$ cat src/rtl/ltc231x_stream_reader.sv
// LTC231x serial ADC reader: CNV/SCK generation, MSB-first SDO capture,
// single-shot or fixed-period sampling, valid/ready output with overrun flag.
module ltc231x_stream_reader #(
    parameter int unsigned DATA_WIDTH    = 16,
    parameter int unsigned CONV_CYCLES   = 3,
    parameter int unsigned SCK_DIV       = 1,
    parameter int unsigned SAMPLE_PERIOD = 64
) (
    input  logic                  clk,
    input  logic                  reset,
    input  logic                  start,
    input  logic                  cont_en,
    output logic [DATA_WIDTH-1:0] data_out,
    output logic                  data_valid,
    input  logic                  data_ready,
    output logic                  overrun,
    output logic                  busy,
    output logic                  cnv,
    output logic                  sck,
    input  logic                  sdo
);

    localparam int unsigned T_MIN    = CONV_CYCLES + 2 * SCK_DIV * DATA_WIDTH + 2;
    localparam int unsigned PERIOD   = (SAMPLE_PERIOD > T_MIN) ? SAMPLE_PERIOD : T_MIN;
    localparam int unsigned CONV_W   = $clog2(CONV_CYCLES + 1);
    localparam int unsigned BIT_W    = $clog2(DATA_WIDTH + 1);
    localparam int unsigned DIV_W    = (SCK_DIV > 1) ? $clog2(SCK_DIV) : 1;
    localparam int unsigned PERIOD_W = 16;

    typedef enum logic [2:0] {
        S_IDLE,
        S_CONVERT,
        S_READ,
        S_LOAD,
        S_WAIT
    } state_t;

    state_t                state;
    logic [CONV_W-1:0]     conv_cnt;
    logic [BIT_W-1:0]      bit_cnt;
    logic [DIV_W-1:0]      div_cnt;
    logic [PERIOD_W-1:0]   period_cnt;
    logic [DATA_WIDTH-1:0] shreg;

    always_ff @(posedge clk or posedge reset) begin
        if (reset) begin
            state      <= S_IDLE;
            conv_cnt   <= '0;
            bit_cnt    <= '0;
            div_cnt    <= '0;
            period_cnt <= '0;
            shreg      <= '0;
            data_out   <= '0;
            data_valid <= 1'b0;
            overrun    <= 1'b0;
            busy       <= 1'b0;
            cnv        <= 1'b0;
            sck        <= 1'b1;
        end else begin
            overrun <= 1'b0;
            busy    <= 1'b1;
            // Consumer handshake; a LOAD in the same cycle overrides the clear.
            if (data_valid && data_ready) begin
                data_valid <= 1'b0;
            end
            case (state)
                S_IDLE: begin
                    busy <= start | cont_en;
                    if (start || cont_en) begin
                        state      <= S_CONVERT;
                        cnv        <= 1'b1;
                        conv_cnt   <= '0;
                        period_cnt <= '0;
                    end
                end
                S_CONVERT: begin
                    period_cnt <= period_cnt + PERIOD_W'(1);
                    if (conv_cnt == CONV_W'(CONV_CYCLES - 1)) begin
                        state   <= S_READ;
                        cnv     <= 1'b0;
                        div_cnt <= '0;
                        bit_cnt <= '0;
                    end else begin
                        conv_cnt <= conv_cnt + CONV_W'(1);
                    end
                end
                S_READ: begin
                    period_cnt <= period_cnt + PERIOD_W'(1);
                    if (div_cnt == DIV_W'(SCK_DIV - 1)) begin
                        div_cnt <= '0;
                        sck     <= ~sck;
                        // The edge that raises SCK captures the current SDO bit.
                        if (!sck) begin
                            shreg <= {shreg[DATA_WIDTH-2:0], sdo};
                            if (bit_cnt == BIT_W'(DATA_WIDTH - 1)) begin
                                state <= S_LOAD;
                            end else begin
                                bit_cnt <= bit_cnt + BIT_W'(1);
                            end
                        end
                    end else begin
                        div_cnt <= div_cnt + DIV_W'(1);
                    end
                end
                S_LOAD: begin
                    period_cnt <= period_cnt + PERIOD_W'(1);
                    data_out   <= shreg;
                    data_valid <= 1'b1;
                    overrun    <= data_valid & ~data_ready;
                    state      <= cont_en ? S_WAIT : S_IDLE;
                end
                S_WAIT: begin
                    if (!cont_en) begin
                        state <= S_IDLE;
                    end else if (period_cnt == PERIOD_W'(PERIOD - 1)) begin
                        state      <= S_CONVERT;
                        cnv        <= 1'b1;
                        conv_cnt   <= '0;
                        period_cnt <= '0;
                    end else begin
                        period_cnt <= period_cnt + PERIOD_W'(1);
                    end
                end
                default: begin
                    state <= S_IDLE;
                end
            endcase
        end
    end

endmodule

$ cat config.mk
export PLATFORM = sky130hd
export DESIGN_NAME = ltc231x_stream_reader
export DESIGN_NICKNAME = d
export VERILOG_FILES = /design/src/rtl/ltc231x_stream_reader.sv
export SDC_FILE = /design/constraint.sdc
export NUM_CORES = 1
export LEC_CHECK = 0
export CAP_MARGIN = 20
export CORE_ASPECT_RATIO = 1.25
export CORE_MARGIN = 1
export CORE_UTILIZATION = 35
export DETAILED_ROUTE_END_ITERATION = 6
export GPL_TIMING_DRIVEN = 0
export PLACE_DENSITY = 0.56
export SLEW_MARGIN = 20
export SYNTH_ARGS = -nofsm -noshare
export SYNTH_HDL_FRONTEND = slang
export SYNTH_SLANG_ARGS = --single-unit
$ cat constraint.sdc
create_clock -name clk -period 3.19 [get_ports clk]
set_clock_uncertainty 0.2 [all_clocks]
set_input_delay 0.957 -clock clk [delete_from_list [all_inputs] [get_ports clk]]
set_output_delay 0.957 -clock clk [all_outputs]
set_load 0.01 [all_outputs]
==> impl_metrics.toml <==
[clock_tree]
cts_num_sinks = 63
cts_made_buffers = 9
cts_max_level = 3
clkTransAtPathRegs_ps = 70
cts_root_buf = "clkbuf_8"
cts_resized = 0
clock_latency_ps = 340
ctsLongestPathBuffers = 2
post_cts_buffers = 0
hold_buffers = 0
cts_tree = "yes"

[routing]
vias = 2018
drcViolationCount = 0
drt-total-wl_um = 5560
viasPerCell = 5.23
drt-initial-drc-count = 112
detail-route-antenna-nets = 0
drt_pass1_iterations = 4
wl_per_cell_um = 14.4

[job]
cap_violations = 0

[setup_path]
crit_chain = "clkdlybuf4s50_1 > or3b_1 > buf_6 > a211o_4 > or4_4 > a21oi_2"
path_buf_inv = 2
worstSetupPathType = "in -> reg"
worstPathArrival_ps = 3130
crit_path_max_incr_delay_ps = 610
cp-start-kind = "input pin"
required_ps = 3260
crit_path_end_kind = "register"
r2r_start = "bit_cnt[0]"
crit_path_max_fanout = 10
slowest_stage = "clkdlybuf4s50_1"
crit_family = "simple AND/OR/NAND/NOR gates"
crit_start = "cont_en"

[pwr]
swShare_pct = 32.1
power_frac_comb_pct = 26.7
p_int_mw = 1.58
p_per_area_nw_per_um2 = 658
leakagePower_nw = 1.57
seq_power_share_pct = 43.6
clkPwrFrac_pct = 29.7
switchingPower_uw = 746
finalPower_mw = 2.32
vdd_drop_max_uv = 414

[place]
portBuffers = 26
dp_hpwl_um = 3860
place_area_um2 = 3330
gp_congestion = 0.764

[floorplanning]
io_pins = 27
die_h_um = 104
core-area_um2 = 7930
initial_core_util_pct = 36.9
die_w_um = 83.7
die_area_um2 = 8720
rows = 36

[synthesis]
synth-main-ff-cell = "dfrtp_1"
synth-edff-count = 0
async_reset_ff_share_pct = 100
synth-seq-cells = 63
synth_cells = 248
ys_seq_area_share_pct = 54.0
synth.avg_cell_area_um2 = 11.8
netlist_area_um2 = 2920
synth_nets = 258
ys_warn_count = 0
synth.distinct_cells = 52

[global_route]
grt_pass1_vias = 2083
grt_overflow = 0
grt_pass1_wl_um = 9800
grt_antenna_before_repair = 0
grt_util_all_layers_pct = 14.2
grt_max_degree = 48

[timing]
max_slew_margin_pct = 42.5
worstMarginPinSlew_ps = 856
setup_viol = 0
fin_crit_ps = 3060
final.period_utilization_pct = 95.8
slew_violations = 0
rsz0062_at_grt = "false"
tns_ps = 0
hold_viol = 0
max_freq_mhz = 327

[layout]
ff_latch_area_um2 = 1580
final_nets = 296
layout-area-overhead-vs-synth_pct = 20.7
fill_cells = 758
multi_input_area_um2 = 1250
antenna_cells = 0
drive_above_1_share_pct = 24.1
design_area_um2 = 3530

[worst_hold_path]
hp-class = "reg -> reg"
min-delay-start = "conv_cnt[0]"

[run_status]
status = "complete, no violations"
[cells in the final DEF, fill, tap and decap left out, types with 3 or more instances in the layout]
| cell | n |
|---|---|
| a211oi_1 | 4 |
| a21oi_1 | 13 |
| and3_1 | 3 |
| buf_4 | 3 |
| clkbuf_1 | 3 |
| clkbuf_8 | 9 |
| clkdlybuf4s50_1 | 26 |
| dfrtp_1 | 62 |
| ha_1 | 4 |
| inv_1 | 8 |
| mux2_2 | 34 |
| nand2_1 | 8 |
| nand2b_1 | 6 |
| nand3_1 | 8 |
| nand3b_1 | 3 |
| nand4_1 | 5 |
| nor2_1 | 18 |
| o21ai_0 | 12 |
| or3_1 | 5 |
| xnor2_1 | 6 |
[logic make-up (layout without fill, tap and decap cells)]
group,count (synthesis),in the layout,share of synthesized area (%)
fa+ha+maj,4,4,1.71
mux,35,35,13.4
flops,63,63,54.0
compound gates,49,49,11.7
buf+inv,19,62,3.21
xor+xnor,6,6,1.80
simple gates,72,72,14.2
[flip-flops by register name, indices dropped and copies added, names as in the netlist]
register / count
sck: 1
busy: 1
state: 3
bit_cnt: 5
cnv: 1
conv_cnt: 2
data_valid: 1
data_out: 16
period_cnt: 16
overrun: 1
shreg: 16
[through the flow]
step                worst slack (ps)  hold slack (ps)  cells  utilization (%)
floorplan                        465              249    248                -
global placement                -756              263    369             41.7
detailed placement              -208              272    370             42.0
CTS                              147              287    386             44.5
global route                    88.0              310    386             44.5
finish                           133              278    386             44.5
[worst paths after layout]
| check | end | slack, ps | cells past startpoint |
|---|---|---|---|
| max | period_cnt[12] | 130 | 6 |
| min | conv_cnt[0] | 280 | 1 |
| max reg2reg | bit_cnt[1] | 450 | 6 |
| min reg2reg | conv_cnt[0] | 280 | 1 |
| max in group asynchronous | sck | 1530 | 3 |
| min in group asynchronous | data_out[5] | 690 | 2 |
[cell usage after synthesis (all sizes together) (2+ instances only)]
master   number  area share [%]
dfrtp        62              53
ha            4             1.7
and2          2            0.43
a211o         3             1.3
or3           5             1.1
and3          3            0.64
nand2b        6             1.3
a2111oi       2            0.60
nand4         5             1.1
a21oi        15             3.1
clkbuf        4            0.56
inv           9             1.2
mux2         34              13
nand3         8             1.4
nand2         8             1.0
a211oi        4             1.0
nand4b        2            0.60
nor3          2            0.34
nand3b        3            0.77
o21ai        12             2.1
nor2         18             2.3
xnor2         6             1.8
or4           4             1.3
buf           6             1.5
[power by group through the flow]
stage | Clock (mW) | Combinational [mW] | Sequential [mW]
2_1_floorplan | 0 | 0.425 | 1.03
3_3_place_gp | 0 | 0.615 | 1.03
3_5_place_dp | 0 | 0.631 | 1.03
4_1_cts | 0.713 | 0.633 | 1.02
5_1_grt | 0.737 | 0.700 | 1.03
6_report | 0.689 | 0.620 | 1.01
[layer usage]
metal | track usage (%) | routed length [um] | share of wire (%)
met5 | 0 | 0 | 0
met4 | 7.99 | 140 | 2.5
met3 | 3.25 | 213 | 3.8
met2 | 22.5 | 2600 | 47
met1 | 17.7 | 2610 | 47
[worst reg2reg max path, cell delays in order, from the launching register on]
cell and delay [ps]:
dfrtp_1 420, ha_1 240, and3_1 190, ha_1 230
or4b_2 640, a21oi_1 340, mux2_2 380
[cell type report]
cell class / instances / area share [%]
Tap cell: 95 / 3.37
Clock buffer: 9 / 3.51
Inverter: 9 / 1.03
Timing Repair Buffer: 27 / 8.16
Sequential cell: 63 / 44.7
Buffer: 10 / 1.70
Clock inverter: 7 / 2.06
Multi-Input combinational cell: 166 / 35.5
No activity file was read; power rests on OpenSTA's default activity.
